## src/rtl/bpred_btb.sv

```systemverilog
// bpred_btb: direct-mapped BTB with bimodal or gshare saturating-counter direction prediction
module bpred_btb #(
  parameter int ENTRIES = 64,
  parameter int CTR_BITS = 2,
  parameter int TAG_BITS = 8,
  parameter int HIST_BITS = 0,
  localparam int GHW = (HIST_BITS > 0) ? HIST_BITS : 1
) (
  input  logic           clk,
  input  logic           reset_n,
  input  logic [31:0]    lu_pc,
  output logic           pred_hit,
  output logic           pred_taken,
  output logic [31:0]    pred_target,
  output logic [GHW-1:0] lu_ghist,
  input  logic           upd_valid,
  input  logic [31:0]    upd_pc,
  input  logic           upd_taken,
  input  logic [31:0]    upd_target,
  input  logic           upd_pred_taken,
  input  logic [GHW-1:0] upd_ghist,
  output logic [31:0]    perf_branches,
  output logic [31:0]    perf_mispred
);
  localparam int IW = $clog2(ENTRIES);
  localparam logic [CTR_BITS-1:0] CTR_MAX = '1;
  localparam logic [CTR_BITS-1:0] CTR_WT = CTR_BITS'(1) << (CTR_BITS - 1);
  localparam logic [CTR_BITS-1:0] CTR_WNT = CTR_WT - 1'b1;
  logic [ENTRIES-1:0]               valid;
  logic [ENTRIES-1:0][TAG_BITS-1:0] tags;
  logic [ENTRIES-1:0][31:0]         targets;
  logic [ENTRIES-1:0][CTR_BITS-1:0] ctrs;
  logic [GHW-1:0]      ghist;
  logic [GHW-1:0]      upd_hist;
  logic [IW-1:0]       lu_idx;
  logic [IW-1:0]       upd_idx;
  logic [TAG_BITS-1:0] lu_tag;
  logic [TAG_BITS-1:0] upd_tag;
  logic                upd_hit;
  logic [CTR_BITS-1:0] ctr_cur;
  logic [CTR_BITS-1:0] ctr_next;
  logic                unused;
  // bimodal mode keeps ghist at zero, so the XOR below degenerates to the base index
  assign upd_hist = (HIST_BITS > 0) ? upd_ghist : '0;
  assign lu_idx = lu_pc[IW+1:2] ^ IW'(ghist);
  assign upd_idx = upd_pc[IW+1:2] ^ IW'(upd_hist);
  assign lu_tag = lu_pc[IW+TAG_BITS+1:IW+2];
  assign upd_tag = upd_pc[IW+TAG_BITS+1:IW+2];
  assign lu_ghist = ghist;
  assign pred_hit = valid[lu_idx] && (tags[lu_idx] == lu_tag);
  assign pred_taken = pred_hit && ctrs[lu_idx][CTR_BITS-1];
  assign pred_target = pred_taken ? targets[lu_idx] : lu_pc + 32'd4;
  assign upd_hit = valid[upd_idx] && (tags[upd_idx] == upd_tag);
  assign ctr_cur = ctrs[upd_idx];
  assign ctr_next = upd_taken ? ((ctr_cur == CTR_MAX) ? ctr_cur : ctr_cur + 1'b1)
                              : ((ctr_cur == '0) ? ctr_cur : ctr_cur - 1'b1);
  assign unused = ^{lu_pc, upd_pc, upd_ghist};
  always_ff @(posedge clk or negedge reset_n) begin
    if (!reset_n) begin
      valid <= '0;
      tags <= '0;
      targets <= '0;
      ctrs <= {ENTRIES{CTR_WNT}};
      ghist <= '0;
      perf_branches <= '0;
      perf_mispred <= '0;
    end else if (upd_valid) begin
      if (upd_hit) begin
        ctrs[upd_idx] <= ctr_next;
        if (upd_taken) targets[upd_idx] <= upd_target;
      end else if (upd_taken) begin
        valid[upd_idx] <= 1'b1;
        tags[upd_idx] <= upd_tag;
        targets[upd_idx] <= upd_target;
        ctrs[upd_idx] <= CTR_WT;
      end
      ghist <= (HIST_BITS > 0) ? GHW'({ghist, upd_taken}) : '0;
      perf_branches <= perf_branches + {31'd0, perf_branches != '1};
      perf_mispred <= perf_mispred + {31'd0, (upd_taken != upd_pred_taken) && (perf_mispred != '1)};
    end
  end
endmodule

```

## config.mk

```make
export PLATFORM = sky130hd
export DESIGN_NAME = bpred_btb
export DESIGN_NICKNAME = d
export VERILOG_FILES = /design/src/rtl/bpred_btb.sv
export SDC_FILE = /design/constraint.sdc
export NUM_CORES = 2
export LEC_CHECK = 0
export BUFFER_PORTS_ARGS = -buffer_cell sky130_fd_sc_hd__buf_2
export CAP_MARGIN = 20
export CORE_MARGIN = 4
export CORE_UTILIZATION = 34
export CTS_CLUSTER_DIAMETER = 60
export DETAILED_ROUTE_END_ITERATION = 6
export PLACE_DENSITY = 0.48
export REMOVE_ABC_BUFFERS = 1
export SYNTH_ARGS = -nofsm -noshare
export SYNTH_HDL_FRONTEND = slang
export SYNTH_SLANG_ARGS = --single-unit
```

## constraint.sdc

```tcl
create_clock -name clk -period 4.9 [get_ports clk]
set_input_delay 0.49 -clock clk [delete_from_list [all_inputs] [get_ports clk]]
set_output_delay 0.49 -clock clk [all_outputs]
set_load 0.01 [all_outputs]
```

==> results_dict.tcl <==
set metrics [dict create \
    timing.rr.end "tags[275]" \
    synth_enable_flop_cells 0 \
    violations "design-rule violations, negative setup slack" \
    grt_pass1_wl_um 686000 \
    io_pins 201 \
    worstPathMaxFanout 15 \
    min_path_cells 5 \
    ant_nets 0 \
    grt_use_met3_pct 3.37 \
    drv_slew 0 \
    fin_crit_ns 5.16 \
    wire_per_inst_um 33.0 \
    skew_ns 0.0568 \
    start_util_pct 34.1 \
    drt_first_pass_iters 7 \
    finalHoldViolCount 0 \
    drtIter0Drc 6892 \
    place.port_buffers 180 \
    async_reset_ff_share_pct 100 \
    cts_tree "built" \
    die_x_um 636 \
    syn_inst 8774 \
    antenna_found_initial 26 \
    seq_area_frac_synth_pct 52.6 \
    vias_per_cell 5.71 \
    layout-drive-gt1-share_pct 54.9 \
    synth.avg_cell_area_um2 15.3 \
    rows 230 \
    outcome "finished with violations" \
    place_area_um2 145000 \
    ctsHtreeMaxLevel 5 \
    timing.hold.ws_ns 0.102 \
    critPathKind "in -> out" \
    pwr_density_cell_nw_per_um2 379 \
    yosys_register_bits 2816 \
    grt_use_total_pct 23.4 \
    routabilityCongestion 0.899 \
    multi_input_area_um2 60100 \
    grt-ovfl-total 0 \
    coreArea_um2 393000 \
    r2r_slack_ns 0.52 \
    die_h_um 636 \
    final_cell_mix "dfrtp_1, mux2_2, mux4_2" \
    wl_um 481000 \
    r2r_start "tags[217]" \
    yosysUniqueCellTypes 77 \
    numCtsBuffers 363 \
    dp_hpwl_um 292000 \
    hold_path_end "perf_mispred[0]" \
    design_area_um2 158000 \
    grt_pass1_vias 87700 \
    area_growth_pct 18.1 \
    required_ns 4.41 \
    cp-start-kind "input port" \
    worst_hold_startpoint "upd_pred_taken" \
    insertion_delay_ns 0.95 \
    nNetsFinal 9160 \
    hold_path_class "in -> reg" \
    use_met1_pct 32.3 \
    seq_area_um2 70500 \
    arrival_ns 4.67 \
    dp_cells 13900 \
    max_freq_mhz 194 \
    fill_cells 35900 \
    synth_ff_type "dfrtp_1" \
    leakage_nw 72.0 \
    cts_root_buffer "clkbuf_16" \
    clkSinkCount 2816 \
    tightestPinTransition_ns 1.20 \
    grt-busiest-layer "met2" \
    yosysWarningCount 0 \
    end_kind "output port" \
    drc_errors 1 \
    final.setup.tns_ns -7.02 \
    grt_max_degree 134 \
    fp.dieArea_um2 404000 \
    clk_pin_slew_ns 0.05 \
    fin_crit_sh_pct 105 \
    layout_commonest_cell "dfrtp_1" \
    maxCapViolCount 0 \
    finalSetupViolations 32 \
    cts_buffer_depth 4 \
    num_vias 83100 \
    r2r_cells 12 \
    vdd_drop_max_uv 281 \
    timing.final.ws_setup_ns -0.258 \
    max_slew_margin_pct 19.6 \
    stdcell_count 14600 \
    netlist_area_um2 134000 \
    grt.met2_usage_pct 38.2 \
    cp-startpoint "lu_pc[5]" \
    rsz0062_at_grt "yes" \
]
-- registers in the layout, indices dropped and copies added (netlist names) --
name and count:
ctrs 128, perf_branches 32, perf_mispred 32, tags 512, targets 2048, valid 64
-- through the flow --
step           total power [mW]  worst slack, ns  util [%]
6_report                   60.0           -0.258      40.3
4_1_cts                    60.6           -0.247      40.2
3_5_place_dp               33.0           -0.353      37.0
5_1_grt                    62.3           -0.239      40.3
2_1_floorplan              29.7            -4.87         -
3_3_place_gp               32.7           -0.381      37.0
-- where the power goes --
part / leakage (nW) / internal (mW) / total, mW / switching [mW]
sequential: 37.8 / 25.1 / 26.2 / 1.09
combinational: 28.2 / 3.29 / 6.45 / 3.16
clock: 5.97 / 16.5 / 27.4 / 10.8
total: 72.0 / 44.9 / 60.0 / 15.1
-- what timing repair did --
action,CTS,global route
endpoints found under the hold margin,49,40
gates cloned,2,0
setup endpoints to repair,32,32
gates resized for setup,32,27
buffers inserted,7,4
pin swaps,8,6
hold buffers,2,7
-- metal layers --
layer | up-vias | share of wire, %
met5 | - | 0.0098
met4 | 6 | 3.6
met3 | 755 | 4.9
met2 | 2660 | 48
met1 | 46100 | 44
li1 | 33600 | -
-- cell type report --
type / instances / area share (%)
Sequential cell: 2816 / 44.6
Multi-Input combinational cell: 5008 / 38.0
Clock buffer: 507 / 6.61
Timing Repair Buffer: 787 / 5.36
Tap cell: 5220 / 4.13
Clock inverter: 141 / 1.16
Inverter: 77 / 0.187
Antenna cell: 2 / 0.00316
-- Yosys cell counts, types with 28 or more instances --
master    number  area share (%)
dfrtp_1     2752              51
mux2_2      2638              22
mux4_2       880              15
clkbuf_1     606             1.7
nor2_1       196            0.55
nand2_1      148            0.41
a22oi_1      124            0.69
o21ai_0      105            0.39
mux2i_1       98            0.73
buf_1         97            0.27
buf_2         92            0.34
xnor2_1       82            0.54
a22o_1        81            0.53
inv_1         73            0.20
nand2b_1      73            0.34
dfstp_2       64             1.3
a221oi_1      59            0.39
a21oi_1       53            0.20
buf_4         52            0.29
o22ai_1       46            0.21
nand3_1       41            0.15
or2_2         40            0.19
and3_1        30            0.14
nor3_2        28            0.21
-- critical path, cell delays in order --
cell and delay (ns):
buf_2 0.68, buf_4 0.24, nand2b_1 0.30, buf_4 0.22, nor2_1 0.05, a311oi_1 0.58
o21ai_0 0.30, o21ai_0 0.17, xnor2_1 0.15, nand3_1 0.13, nor4_2 0.27, buf_4 0.19
nand2_8 0.11, buf_12 0.18, buf_16 0.15, mux2_2 0.28, buf_6 0.13
-- worst max-delay path by stage --
stage / depth (start not counted) / slack, ns / end
after detailed placement: 16 / -0.35 / pred_target[5]
after global placement: 16 / -0.38 / pred_target[5]
after CTS: 14 / -0.25 / pred_target[19]
after global routing: 15 / -0.24 / pred_target[20]
after floorplan: 10 / -4.87 / pred_target[0]
final: 17 / -0.26 / pred_target[20]
-- kinds of logic after synthesis --
family                     share of synthesized area [%]
adders and majority gates                         0.0467
and+or+nand+nor                                     2.56
xor gates and xnor gates                           0.680
DFF                                                 52.6
muxes                                               37.8
other                                            0.00280
buffers and inverters                               3.03
AOI/OAI and AO/OA                                   3.21
Note: power is estimated with default switching activity, not from simulation.
